### config.mk
export PLATFORM = sky130hd
export DESIGN_NAME = uart_report_formatter
export DESIGN_NICKNAME = d
export VERILOG_FILES = /design/src/rtl/uart_proto_pkg.sv /design/src/rtl/bin8_to_bcd.sv /design/src/rtl/uart_report_formatter.sv
export SDC_FILE = /design/constraint.sdc
export NUM_CORES = 1
export LEC_CHECK = 0
export BUFFER_PORTS_ARGS = -buffer_cell sky130_fd_sc_hd__buf_4
export CAP_MARGIN = 20
export CORE_MARGIN = 1
export CORE_UTILIZATION = 61
export CTS_BUF_LIST = sky130_fd_sc_hd__clkbuf_4
export CTS_CLUSTER_SIZE = 8
export DETAILED_ROUTE_END_ITERATION = 10
export PLACE_DENSITY = 0.86
export SLEW_MARGIN = 10
export SYNTH_ARGS = -nofsm -noshare
export SYNTH_HDL_FRONTEND = slang
export SYNTH_SLANG_ARGS = --single-unit
export TNS_END_PERCENT = 10
### constraint.sdc
create_clock -name i_clk -period 3.29 [get_ports i_clk]
set_input_delay 0.1645 -clock i_clk [delete_from_list [all_inputs] [get_ports i_clk]]
set_output_delay 0.1645 -clock i_clk [all_outputs]
set_load 0.02 [all_outputs]
### src/rtl/uart_proto_pkg.sv
// Shared constants for the delay-shift UART link (both directions).
// Framing characters and formatter state encoding.
package uart_proto_pkg;

  localparam logic [7:0] BASE        = 8'h30;
  localparam logic [7:0] STOP_SIGNAL = 8'h73;
  localparam logic [7:0] CR          = 8'h0D;
  localparam logic [7:0] LF          = 8'h0A;

  localparam logic [2:0] ST_IDLE      = 3'd0;
  localparam logic [2:0] ST_CONVERT   = 3'd1;
  localparam logic [2:0] ST_LOAD      = 3'd2;
  localparam logic [2:0] ST_START     = 3'd3;
  localparam logic [2:0] ST_WAIT_ACK  = 3'd4;
  localparam logic [2:0] ST_WAIT_DONE = 3'd5;
  localparam logic [2:0] ST_FINISH    = 3'd6;

  typedef enum logic [2:0] {
    S_IDLE      = ST_IDLE,
    S_CONVERT   = ST_CONVERT,
    S_LOAD      = ST_LOAD,
    S_START     = ST_START,
    S_WAIT_ACK  = ST_WAIT_ACK,
    S_WAIT_DONE = ST_WAIT_DONE,
    S_FINISH    = ST_FINISH
  } fmt_state_t;

  function automatic logic [7:0] ascii_digit(
    input logic [3:0] d
  );
    return BASE + {4'b0, d};
  endfunction

endpackage

### src/rtl/bin8_to_bcd.sv
// Sequential 8-bit binary to 3-digit BCD converter.
// Shift-and-add-3, one bit per cycle, 8 cycles start to done.
module bin8_to_bcd (
  input  logic        i_clk,
  input  logic        i_rst_n,
  input  logic        i_start,
  input  logic [7:0]  i_bin,
  output logic        o_done,
  output logic [11:0] o_bcd
);

  logic [7:0]  sh_q;
  logic [11:0] bcd_q;
  logic [2:0]  cnt_q;
  logic        busy_q;
  logic        done_q;
  logic [11:0] adj;
  logic [19:0] nxt;

  function automatic logic [3:0] add3(
    input logic [3:0] n
  );
    return (n >= 4'd5) ? n + 4'd3 : n;
  endfunction

  // Correct each nibble, then shift the next binary bit in.
  always_comb begin
    adj = {add3(bcd_q[11:8]),
           add3(bcd_q[7:4]),
           add3(bcd_q[3:0])};
    nxt = {adj, sh_q} << 1;
  end

  // Conversion sequencer; done pulses after the 8th shift.
  always_ff @(posedge i_clk or negedge i_rst_n) begin
    if (!i_rst_n) begin
      sh_q   <= '0;
      bcd_q  <= '0;
      cnt_q  <= '0;
      busy_q <= 1'b0;
      done_q <= 1'b0;
    end else if (i_start) begin
      sh_q   <= i_bin;
      bcd_q  <= '0;
      cnt_q  <= '0;
      busy_q <= 1'b1;
      done_q <= 1'b0;
    end else if (busy_q) begin
      bcd_q <= nxt[19:8];
      sh_q  <= nxt[7:0];
      cnt_q <= cnt_q + 3'd1;
      if (cnt_q == 3'd7) begin
        busy_q <= 1'b0;
        done_q <= 1'b1;
      end
    end else begin
      done_q <= 1'b0;
    end
  end

  assign o_done = done_q;
  assign o_bcd  = bcd_q;

endmodule

### src/rtl/uart_report_formatter.sv
// Serialises a shift-status report as ASCII bytes for uart_tx.
// UART_REPORT_CRLF_EN appends CR LF after the 's' terminator.
module uart_report_formatter
  import uart_proto_pkg::*;
#(
  parameter int ACK_TIMEOUT = 16
) (
  input  logic       i_clk,
  input  logic       i_rst_n,
  input  logic       i_report_valid,
  output logic       o_report_ready,
  input  logic [2:0] i_generator_num,
  input  logic       i_phaseupdown,
  input  logic [7:0] i_periods_done,
  output logic [7:0] o_tx_data,
  output logic       o_tx_start,
  input  logic       i_tx_busy,
  output logic       o_frame_done
);

  localparam int TW =
    (ACK_TIMEOUT > 1) ? $clog2(ACK_TIMEOUT) : 1;
  localparam logic [TW-1:0] TMR_LAST =
    TW'(ACK_TIMEOUT - 1);

  fmt_state_t state, state_n;

  logic [2:0]    gen_q;
  logic          dir_q;
  logic [2:0]    idx_q;
  logic [TW-1:0] tmr_q;
  logic [7:0]    data_q;
  logic          start_q;

  logic          accept;
  logic          fire;
  logic          bcd_done;
  logic [11:0]   bcd;
  logic [1:0]    ndig;
  logic [2:0]    stop_idx;
  logic [2:0]    last_idx;
  logic [2:0]    pos;
  logic [3:0]    digit;
  logic [7:0]    byte_n;

  bin8_to_bcd u_bcd (
    .i_clk   (i_clk),
    .i_rst_n (i_rst_n),
    .i_start (accept),
    .i_bin   (i_periods_done),
    .o_done  (bcd_done),
    .o_bcd   (bcd)
  );

  // Digit count after leading-zero suppression, and frame indices.
  always_comb begin
    ndig = 2'd1;
    if (bcd[7:4] != 4'd0) ndig = 2'd2;
    if (bcd[11:8] != 4'd0) ndig = 2'd3;
    stop_idx = {1'b0, ndig} + 3'd2;
`ifdef UART_REPORT_CRLF_EN
    last_idx = stop_idx + 3'd2;
`else
    last_idx = stop_idx;
`endif
    pos = idx_q + 3'd1 - {1'b0, ndig};
    digit = (pos == 3'd0) ? bcd[11:8] :
            (pos == 3'd1) ? bcd[7:4] :
                            bcd[3:0];
  end

  // Byte for the current index.
  always_comb begin
    byte_n = STOP_SIGNAL;
    unique case (1'b1)
      idx_q == 3'd0:
        byte_n = BASE + {5'b0, gen_q};
      idx_q == 3'd1:
        byte_n = BASE + {7'b0, dir_q};
      (idx_q >= 3'd2) && (idx_q < stop_idx):
        byte_n = ascii_digit(digit);
      idx_q == stop_idx:
        byte_n = STOP_SIGNAL;
`ifdef UART_REPORT_CRLF_EN
      idx_q == stop_idx + 3'd1:
        byte_n = CR;
      idx_q == stop_idx + 3'd2:
        byte_n = LF;
`endif
      default:
        byte_n = STOP_SIGNAL;
    endcase
  end

  // Next-state logic and handshake strobes.
  always_comb begin
    state_n = state;
    accept  = 1'b0;
    fire    = 1'b0;
    unique case (state)
      S_IDLE, S_FINISH: begin
        state_n = S_IDLE;
        if (i_report_valid) begin
          accept  = 1'b1;
          state_n = S_CONVERT;
        end
      end
      S_CONVERT:
        if (bcd_done) state_n = S_LOAD;
      S_LOAD:
        state_n = S_START;
      S_START:
        if (!i_tx_busy) begin
          fire    = 1'b1;
          state_n = S_WAIT_ACK;
        end
      S_WAIT_ACK:
        if (i_tx_busy || tmr_q == TMR_LAST)
          state_n = S_WAIT_DONE;
      S_WAIT_DONE:
        if (!i_tx_busy)
          state_n = (idx_q == last_idx) ?
                    S_FINISH : S_LOAD;
      default:
        state_n = S_IDLE;
    endcase
  end

  // State register.
  always_ff @(posedge i_clk or negedge i_rst_n) begin
    if (!i_rst_n) state <= S_IDLE;
    else          state <= state_n;
  end

  // Captured report fields, byte index, ack timer, tx outputs.
  always_ff @(posedge i_clk or negedge i_rst_n) begin
    if (!i_rst_n) begin
      gen_q   <= '0;
      dir_q   <= 1'b0;
      idx_q   <= '0;
      tmr_q   <= '0;
      data_q  <= '0;
      start_q <= 1'b0;
    end else begin
      start_q <= fire;
      if (accept) begin
        gen_q <= i_generator_num;
        dir_q <= i_phaseupdown;
        idx_q <= '0;
      end else if (state == S_WAIT_DONE && !i_tx_busy) begin
        idx_q <= idx_q + 3'd1;
      end
      if (state == S_LOAD) data_q <= byte_n;
      if (state == S_WAIT_ACK) tmr_q <= tmr_q + 1'b1;
      else                     tmr_q <= '0;
    end
  end

  assign o_report_ready = (state == S_IDLE) ||
                          (state == S_FINISH);
  assign o_frame_done   = (state == S_FINISH);
  assign o_tx_data      = data_q;
  assign o_tx_start     = start_q;

endmodule

==> flow_summary.yaml, run 1 <==
die:
  boundaryPins: 27
  die_x_um: 67.4
  die_height_um: 67.4
  start_util_pct: 64.3
  dieArea_um2: 4540
  coreArea_um2: 4060
  rows: 23
power:
  power.density_nw_per_um2: 907
  clkPwrFrac_pct: 12.8
  total_switching_power_mw: 1.15
  total_power_mw: 2.70
  power_frac_comb_pct: 49.1
  power.share.sequential_pct: 38.2
  internal_power_mw: 1.55
  p_leak_nw: 1.43
  vdd_drop_max_v: 0.000439
  swShare_pct: 42.6
worst_setup_path:
  critPathArrivalTime_ps: 2880
  worstPathMaxFanout: 5
  end_kind: "register"
  worst_setup_path_start_kind: "register"
  setup.worst_path.class: "register to register"
  crit_required_ps: 3570
global_routing:
  gr-usage-all-layers_pct: 24.9
  grt_overflow: 0
  antenna_found_initial: 0
  grt_max_degree: 47
  grt_pass1_wl_mm: 8.37
  grt_pass1_vias: 1882
layout:
  nets: 340
  final_area_um2: 2980
  num_antenna_cells: 0
  syn_to_final_growth_pct: 14.1
  drive_gt1_share_pct: 15.2
synth:
  synth_top_area_share_pct: 44.1
  syn_nets: 311
  yosysWarnings: 0
  ys_types: 38
  syn_inst: 279
  yosys.area.top_type: "dfrtp_1"
  ys.flop_type: "dfrtp_1"
  synth_area_leaders: "dfrtp_1, ha_1, mux2i_1, nand2_1, o21ai_0"
  synthTopCellsByCount: "dfrtp_1, nand2_1, nor2_1"
  syn_area_um2: 2610
  ys_async_sr_fraction_pct: 100
  yosysMostFrequentCell: "dfrtp_1"
  synth_seq_cells: 46
  synth-edff-count: 0
  avgSynthCellArea_um2: 9.35
  ys_seq_area_share_pct: 44.1
placed_design:
  gp_congestion: 0.876
  hpwl_mm: 3.55
  port_buffers: 25
  placedInstanceArea_um2: 2810
cts:
  worst_skew_pair.late_latency_ps: 350
  cts-root-buf: "clkbuf_4"
  clk_path_buf_depth: 2
  h-tree-depth: 2
  cts_inserted_buffers: 5
  clkSlewWorstSetupHoldPaths_ps: 140
  numClockSinks: 46
  cts_tree: "built"
timing:
  relSlewSlack_pct: 53.5
  tightestPinTransition_ps: 694
  grt_setup_unrepaired: "no"
  fmax_ghz: 0.384
  hold_viol_final: 0
  slew_viol_final: 0
  layout_min_cycle_time_ps: 2600
  finalSetupTns_ps: 0
  period_share_pct: 79.1
  skew_ps: 3.83
  setup_viol: 0
drt:
  vias_per_cell: 5.47
  ant_nets: 0
  firstDrtPassIters: 4
  drc: 0
  vias: 1965
  drt_iter0_drc: 89
  post_drt_wl_per_cell_um: 14.0
  wirelength_mm: 5.04
run:
  max_cap_viol_count: 0
outcome:
  run_status: "complete, no violations"
hold_path:
  hold_class: "input pin to register"
-- metrics by stage --
| stage | hold WS [ps] | cells | utilization (%) | setup WS (ps) |
|---|---|---|---|---|
| floorplan | -131 | 279 | - | 912 |
| global placement | 199 | 342 | 69.1 | 838 |
| detailed placement | 202 | 342 | 69.1 | 724 |
| CTS | 8.11 | 359 | 73.4 | 698 |
| global route | 16.4 | 359 | 73.4 | 536 |
| finish | 24.0 | 359 | 73.4 | 689 |
-- path summary, 6_finish.rpt --
path | from | slack (ps) | endpoint | cells past startpoint
min | i_periods_done[1] | 20 | u_bcd.sh_q[1] | 3
max | u_bcd.o_bcd[8] | 690 | o_tx_data[3] | 10
max reg2reg | u_bcd.o_bcd[8] | 690 | o_tx_data[3] | 10
min reg2reg | tmr_q[0] | 470 | tmr_q[0] | 1
min in group asynchronous | i_rst_n | 320 | o_tx_data[6] | 2
max in group asynchronous | i_rst_n | 2570 | idx_q[0] | 2
-- worst max-delay path: stages, from the launching register on --
cell and delay [ps]:
dfrtp_1 460, inv_1 80, ha_1 190, nor3b_2 340, nand2_1 210, xnor2_1 170, ha_1 190, a31oi_1 180
mux2_4 360, and2_4 150, o31ai_2 190
-- cell type report --
type	count	area, um2
sequential	46	1150
inverter	13	48.8
timing repair buffer	36	293
tap	50	62.6
fill	298	1080
clock buffer	5	37.5
clock inverter	3	45.0
multi-input combinational	206	1340
-- timing repair --
item                      4_1_cts  5_1_grt
hold endpoints to repair       54        0
gates resized for setup         0        0
hold buffers                    9        0
setup buffers                   0        0
-- power by group through the flow --
stage / clock network [mW] / registers [mW] / logic, mW
final: 0.345 / 1.03 / 1.33
after detailed placement: 0 / 1.04 / 1.31
after CTS: 0.358 / 1.03 / 1.33
after global routing: 0.376 / 1.06 / 1.51
after global placement: 0 / 1.03 / 1.24
after floorplan: 0 / 0.974 / 1.03
-- placed cells by master, fill, tap and decap left out, drive strengths merged, types with 2 or more instances in the layout --
| master | count |
|---|---|
| nand3b | 3 |
| a21oi | 14 |
| o31ai | 2 |
| nor2 | 29 |
| o22ai | 2 |
| clkbuf | 5 |
| mux2i | 20 |
| nor3 | 2 |
| ha | 16 |
| xnor2 | 9 |
| xor2 | 2 |
| o21ai | 26 |
| a31oi | 3 |
| dfrtp | 46 |
| nand2 | 37 |
| clkinvlp | 2 |
| or2 | 2 |
| inv | 13 |
| nor2b | 3 |
| nand2b | 8 |
| nor3b | 6 |
| a211oi | 5 |
| mux2 | 4 |
| dlygate4sd3 | 9 |
| and2 | 2 |
| buf | 27 |
| nand3 | 5 |
-- state kept, by name, indices dropped and copies added, names as in the netlist --
| signal | flops |
|---|---|
| u_bcd.o_done | 1 |
| u_bcd.o_bcd | 12 |
| o_tx_data | 6 |
| idx_q | 3 |
| u_bcd.busy_q | 1 |
| tmr_q | 4 |
| o_tx_start | 1 |
| u_bcd.cnt_q | 3 |
| state | 3 |
| gen_q | 3 |
| u_bcd.sh_q | 8 |
| dir_q | 1 |
-- metal layers --
layer  vias up  global-route usage (%)  routed length, um
met5         -                       0                  0
met4         0                    7.98                 38
met3         4                    4.39                165
met2        36                    40.1               2390
met1       929                    33.8               2450
li1        996                       -                  -
-- cell families after synthesis --
family          count (synthesis)  synth area share, %
buf+inv                        27                 4.51
flops                          46                 44.1
compound gates                 56                 12.3
mux                            24                 9.54
other cells                     1                0.144
xor+xnor                       11                 3.69
fa+ha+maj                      16                 7.67
simple gates                   98                 18.0
(Power assumes the default switching activity.)
==> run 2, diff against run 1 <==
--- a/config.mk
+++ b/config.mk
@@ -8,11 +8,11 @@
 export BUFFER_PORTS_ARGS = -buffer_cell sky130_fd_sc_hd__buf_4
 export CAP_MARGIN = 20
 export CORE_MARGIN = 1
-export CORE_UTILIZATION = 61
+export CORE_UTILIZATION = 55
 export CTS_BUF_LIST = sky130_fd_sc_hd__clkbuf_4
 export CTS_CLUSTER_SIZE = 8
 export DETAILED_ROUTE_END_ITERATION = 10
-export PLACE_DENSITY = 0.86
+export PLACE_DENSITY = 0.82
 export SLEW_MARGIN = 10
 export SYNTH_ARGS = -nofsm -noshare
 export SYNTH_HDL_FRONTEND = slang
==> constraint.sdc (replaced) <==
create_clock -name i_clk -period 2.35 [get_ports i_clk]
set_input_delay 0.1175 -clock i_clk [delete_from_list [all_inputs] [get_ports i_clk]]
set_output_delay 0.1175 -clock i_clk [all_outputs]
set_load 0.02 [all_outputs]
==> run 2 against run 1 <==
  * Non-clock buffer count rose by 23
  * Sequential share of layout area fell by 3.4 points
  * Die area rose by 11%
  * Sequential cell count did not move
  * Clock power rose by 68%
  * Cell count rose by 7.0%
  * Clock skew rose by 12 ps
  * Combinational power rose by 78%
  * Routed wire length rose by 15%
  * Design area rose by 9.7%
  * Highest routed layer unchanged
==> flow_summary.yaml, run 2 (synthesis gave the netlist of run 1 again) <==
die:
  rows: 24
  dieArea_um2: 5020
  boundaryPins: 27
  die_x_um: 70.9
  start_util_pct: 58.7
  coreArea_um2: 4440
  die_height_um: 70.9
timing:
  setup_viol: 0
  slew_viol_final: 0
  timing.final.ws_setup_ps: 6.92
  hold_viol_final: 0
  fmax_ghz: 0.427
  period_share_pct: 99.7
  layout_min_cycle_time_ps: 2340
  tightestPinTransition_ps: 575
  grt_setup_unrepaired: "yes"
  skew_ps: 15.5
  relSlewSlack_pct: 61.7
global_routing:
  grt_pass1_wl_mm: 9.17
  antenna_found_initial: 0
  grt_pass1_vias: 2040
  gr-usage-all-layers_pct: 23.6
  grt_overflow: 0
  grt_max_degree: 47
cts:
  h-tree-depth: 2
  clkSlewWorstSetupHoldPaths_ps: 140
  cts-root-buf: "clkbuf_4"
  numClockSinks: 46
  cts_inserted_buffers: 5
  cts_tree: "built"
  clk_path_buf_depth: 2
  worst_skew_pair.late_latency_ps: 370
layout:
  nets: 363
  seqCellArea_um2: 1150
  drive_gt1_share_pct: 23.2
  fin_util_pct: 73.5
  largest_reg_flops: 12
  most-common-layout-cells: "dfrtp_1, buf_4, nand2_1"
  syn_to_final_growth_pct: 25.2
  multi_input_area_um2: 1430
  num_antenna_cells: 0
  fill_cells: 314
  finalNonFillerCells: 384
worst_setup_path:
  cp_num_buf_inv: 2
  worst_setup_path_start_kind: "register"
  critPathTopFamily: "simple AND/OR/NAND/NOR gates"
  slowest_stage: "dfrtp_1"
  reg2regPathDepth: 11
  path_depth: 11
  crit_required_ps: 2630
  cpPeakStageDelay_ps: 420
  critPathArrivalTime_ps: 2620
  worstPathCellList: "inv_2 -> ha_4 -> nor3b_4 -> or2b_4 -> ha_4 -> inv_2 -> ha_4 -> a31oi_2 -> mux2_4 -> and2_4 -> o31ai_4"
  end_kind: "register"
  worstPathMaxFanout: 5
  crit_top_cell: "ha_4"
  setup.worst_path.class: "register to register"
run:
  max_cap_viol_count: 0
placed_design:
  port_buffers: 25
  gp_congestion: 0.844
  dp_cells: 357
  dp_slack_ps: 6.98
  hpwl_mm: 3.72
drt:
  drt_iter0_drc: 140
  vias: 2107
  post_drt_wl_per_cell_um: 15.0
  wirelength_mm: 5.77
  firstDrtPassIters: 6
  vias_per_cell: 5.49
  drc: 0
  ant_nets: 0
power:
  total_power_mw: 4.37
  power.density_nw_per_um2: 1340
  vdd_drop_max_v: 0.000715
  p_leak_nw: 1.56
hold_path:
  hold_class: "input pin to register"
  hold_depth: 3
outcome:
  run_status: "complete, no violations"
==> run 2: cell count changes in the layout (fill, tap and decap cells not counted), sizes merged <==
cell	change
clkinv	+1
clkinvlp	-2
bufinv	+1
buf	+19
dlygate4sd3	+4
==> run 2: final timing paths <==
| check | startpoint | end | slack [ps] |
|---|---|---|---|
| max | u_bcd.o_bcd[5] | o_tx_data[3] | 7 |
| min | i_report_valid | state[0] | 80 |
| max reg2reg | u_bcd.o_bcd[5] | o_tx_data[3] | 7 |
| min reg2reg | tmr_q[0] | tmr_q[0] | 490 |
| max in group asynchronous | i_rst_n | idx_q[2] | 1680 |
| min in group asynchronous | i_rst_n | u_bcd.o_bcd[3] | 270 |
==> run 2: area by class of cell <==
cell class / count / share of cell area, %
Multi-Input combinational cell: 206 / 43.6
Sequential cell: 46 / 35.2
Timing Repair Buffer: 59 / 14.6
Tap cell: 52 / 1.99
Clock inverter: 3 / 1.95
Inverter: 13 / 1.49
Clock buffer: 5 / 1.15
==> run 2: per-stage QoR <==
stage	area [um2]	hold slack, ps	TNS, ps
finish	3270	83.3	0
global route	3270	62.4	-228
CTS	3180	70.7	0
detailed placement	2910	162	0
global placement	2910	164	0
floorplan	2610	-178	-27.7
==> run 2: worst min-delay path, delay by kind of cell <==
family          cells  cell delay (ps)
compound gates      2              200
buf+inv             1              100
==> run 2: repair_timing <==
action,4_1_cts,5_1_grt
endpoints found under the hold margin,58,0
hold buffers,13,0
buffers inserted,3,3
pin swaps,0,2
gates resized for setup,6,15
setup endpoints to repair,2,6
==> run 2: where the power goes <==
group / switching [mW] / total, mW / internal (mW)
Combinational: 1.23 / 2.37 / 1.14
Clock: 0.253 / 0.581 / 0.328
Sequential: 0.319 / 1.42 / 1.10
Total: 1.80 / 4.37 / 2.57
==> run 2: per-layer routing <==
layer | part of all wire [%] | GRT usage [%]
met5 | 0 | 0
met4 | 2.9 | 9.56
met3 | 3.1 | 4.56
met2 | 50 | 40.5
met1 | 44 | 29.3
==> run 3, diff against run 2 <==
--- a/config.mk
+++ b/config.mk
@@ -6,13 +6,12 @@
 export NUM_CORES = 1
 export LEC_CHECK = 0
 export BUFFER_PORTS_ARGS = -buffer_cell sky130_fd_sc_hd__buf_4
-export CAP_MARGIN = 20
 export CORE_MARGIN = 1
-export CORE_UTILIZATION = 55
+export CORE_UTILIZATION = 61
 export CTS_BUF_LIST = sky130_fd_sc_hd__clkbuf_4
 export CTS_CLUSTER_SIZE = 8
 export DETAILED_ROUTE_END_ITERATION = 10
-export PLACE_DENSITY = 0.82
+export PLACE_DENSITY = 0.86
 export SLEW_MARGIN = 10
 export SYNTH_ARGS = -nofsm -noshare
 export SYNTH_HDL_FRONTEND = slang
==> constraint.sdc (replaced) <==
create_clock -name i_clk -period 2.4 [get_ports i_clk]
set_input_delay 0.12 -clock i_clk [delete_from_list [all_inputs] [get_ports i_clk]]
set_output_delay 0.12 -clock i_clk [all_outputs]
set_load 0.02 [all_outputs]
==> run 3 against run 2 <==
  * Core utilization grew 6.4 points
  * Sequential power is essentially flat
  * Worst hold slack gained 2.6 ps
  * Fmax shrank 1.4%
  * Design area shrank 0.73%
  * Global-route usage grew 4.9 points
  * First-iteration DRC count grew 64%
  * Combinational power is essentially flat
  * Clock skew grew 4.1 ps
  * Critical endpoint unchanged
  * Largest cell class unchanged
  * Highest routed layer unchanged
==> flow_summary.yaml, run 3 (synthesis gave the netlist of run 1 again) <==
timing:
  timing.final.ws_setup_ps: 23.0
  tightestPinTransition_ps: 577
  relSlewSlack_pct: 61.5
  hold_viol_final: 0
  slew_viol_final: 0
  fmax_ghz: 0.421
  skew_ps: 19.6
  setup_viol: 0
  layout_min_cycle_time_ps: 2380
  period_share_pct: 99.0
layout:
  nets: 360
  finalNonFillerCells: 379
  num_antenna_cells: 0
  drive_gt1_share_pct: 23.4
  most-common-layout-cells: "dfrtp_1, buf_4, nand2_1"
  syn_to_final_growth_pct: 24.3
  fill_cells: 245
  largest_reg_flops: 12
  final_common_cell: "dfrtp_1"
drt:
  ant_nets: 0
  drc: 0
  wirelength_mm: 6.30
  firstDrtPassIters: 4
  vias_per_cell: 5.72
  drt_iter0_drc: 229
  vias: 2169
  post_drt_wl_per_cell_um: 16.6
cts:
  numClockSinks: 46
  cts-root-buf: "clkbuf_4"
  clkSlewWorstSetupHoldPaths_ps: 150
  cts_tree: "built"
  clk_path_buf_depth: 2
  h-tree-depth: 2
  worst_skew_pair.late_latency_ps: 360
  cts_inserted_buffers: 5
power:
  swShare_pct: 43.1
  p_leak_nw: 1.55
  total_power_mw: 4.26
  vdd_drop_max_v: 0.000837
  internal_power_mw: 2.43
  power_frac_comb_pct: 55.6
  power.share.sequential_pct: 32.9
  clkPwrFrac_pct: 11.5
  total_switching_power_mw: 1.84
  power.density_nw_per_um2: 1310
hold_path:
  hold_class: "input pin to register"
  hold_depth: 3
  min_to: "state[0]"
  min_from: "i_report_valid"
die:
  start_util_pct: 64.3
  rows: 23
  die_x_um: 67.4
  dieArea_um2: 4540
  boundaryPins: 27
  die_height_um: 67.4
  coreArea_um2: 4060
worst_setup_path:
  worst_setup_path_start_kind: "register"
  crit_required_ps: 2690
  worstReg2RegStart: "u_bcd.o_bcd[4]"
  reg2regPathDepth: 11
  end_kind: "register"
  critPathTopFamily: "simple AND/OR/NAND/NOR gates"
  slowest_stage: "dfrtp_1"
  worstPathCellList: "inv_2 -> ha_4 -> nor3b_4 -> or2b_4 -> ha_4 -> inv_2 -> ha_4 -> a31oi_4 -> mux2_4 -> and2_4 -> o31ai_4"
  cpPeakStageDelay_ps: 420
  crit_top_cell: "ha_4"
  r2r_end: "o_tx_data[3]"
  critPathArrivalTime_ps: 2670
  cp_num_buf_inv: 2
  worstPathMaxFanout: 5
  setup.worst_path.class: "register to register"
  reg2reg_slack_ps: 20
placed_design:
  port_buffers: 25
  dp_cells: 352
  dp_slack_ps: -87.1
  gp_congestion: 0.858
  hpwl_mm: 3.72
global_routing:
  gr-usage-all-layers_pct: 28.5
  grt_max_degree: 47
  grt_pass1_wl_mm: 9.44
  grt_pass1_vias: 2064
  antenna_found_initial: 0
  grt_overflow: 0
run:
  max_cap_viol_count: 0
outcome:
  run_status: "complete, no violations"
## run 3: cell count changes in the layout (fill, tap and decap cells not counted), sizes merged
cell	change
buf	-3
bufinv	-1
clkbuf	+2
clkinv	-1
## run 3: worst min-delay path: cells and delay by family
family,cells,cell delay [ps]
compound gates,2,190
buf+inv,1,100
## run 3: worst max-delay path by stage
stage	slack [ps]	depth (start not counted)	endpoint	startpoint
6_report	20	11	o_tx_data[3]	u_bcd.o_bcd[4]
5_1_grt	-30	11	o_tx_data[0]	u_bcd.o_bcd[5]
4_1_cts	-9	11	o_tx_data[3]	u_bcd.o_bcd[5]
3_5_place_dp	-90	11	o_tx_data[3]	u_bcd.o_bcd[4]
3_3_place_gp	90	11	o_tx_data[3]	u_bcd.o_bcd[4]
2_1_floorplan	20	9	o_tx_data[2]	u_bcd.o_bcd[8]
## run 3: metal layers
layer | vias to the layer above | GRT usage, % | wire length, um
met2 | 70 | 46.4 | 3190
met5 | - | 0 | 0
met1 | 1039 | 36.8 | 2690
li1 | 1043 | - | -
met4 | 0 | 12.0 | 144
met3 | 17 | 5.57 | 282
## run 3: area by class of cell
| class | instances | area [um2] | share of cell area, % |
|---|---|---|---|
| sequential | 46 | 1150 | 35.5 |
| timing repair buffer | 56 | 453 | 14.0 |
| clock inverter | 1 | 30.0 | 0.926 |
| inverter | 13 | 48.8 | 1.50 |
| tap | 50 | 62.6 | 1.93 |
| multi-input combinational | 206 | 1450 | 44.6 |
| clock buffer | 7 | 52.6 | 1.62 |
## run 3: metrics by stage
stage	setup TNS, ps	util (%)	hold slack (ps)	instance area [um2]
6_report	0	79.9	85.9	3240
5_1_grt	-49.8	79.9	89.6	3240
4_1_cts	-9.40	76.9	77.4	3120
3_5_place_dp	-140	71.0	162	2880
3_3_place_gp	0	71.0	163	2880
2_1_floorplan	0	-	-176	2610
## run 3: repair_timing
| action | in CTS | in global routing |
|---|---|---|
| setup buffers | 2 | 4 |
| gates cloned | 0 | 0 |
| hold endpoints to repair | 58 | 0 |
| hold buffers | 13 | 0 |
| pin swaps | 0 | 2 |
| resized for setup | 3 | 21 |
| setup endpoints to repair | 4 | 5 |
## run 3: power by group through the flow
stage	Sequential [mW]	Combinational (mW)	Clock, mW
after floorplan	1.34	1.42	0
after global placement	1.38	1.86	0
after detailed placement	1.39	1.94	0
after CTS	1.38	2.03	0.492
after global routing	1.44	2.59	0.517
final	1.40	2.37	0.490
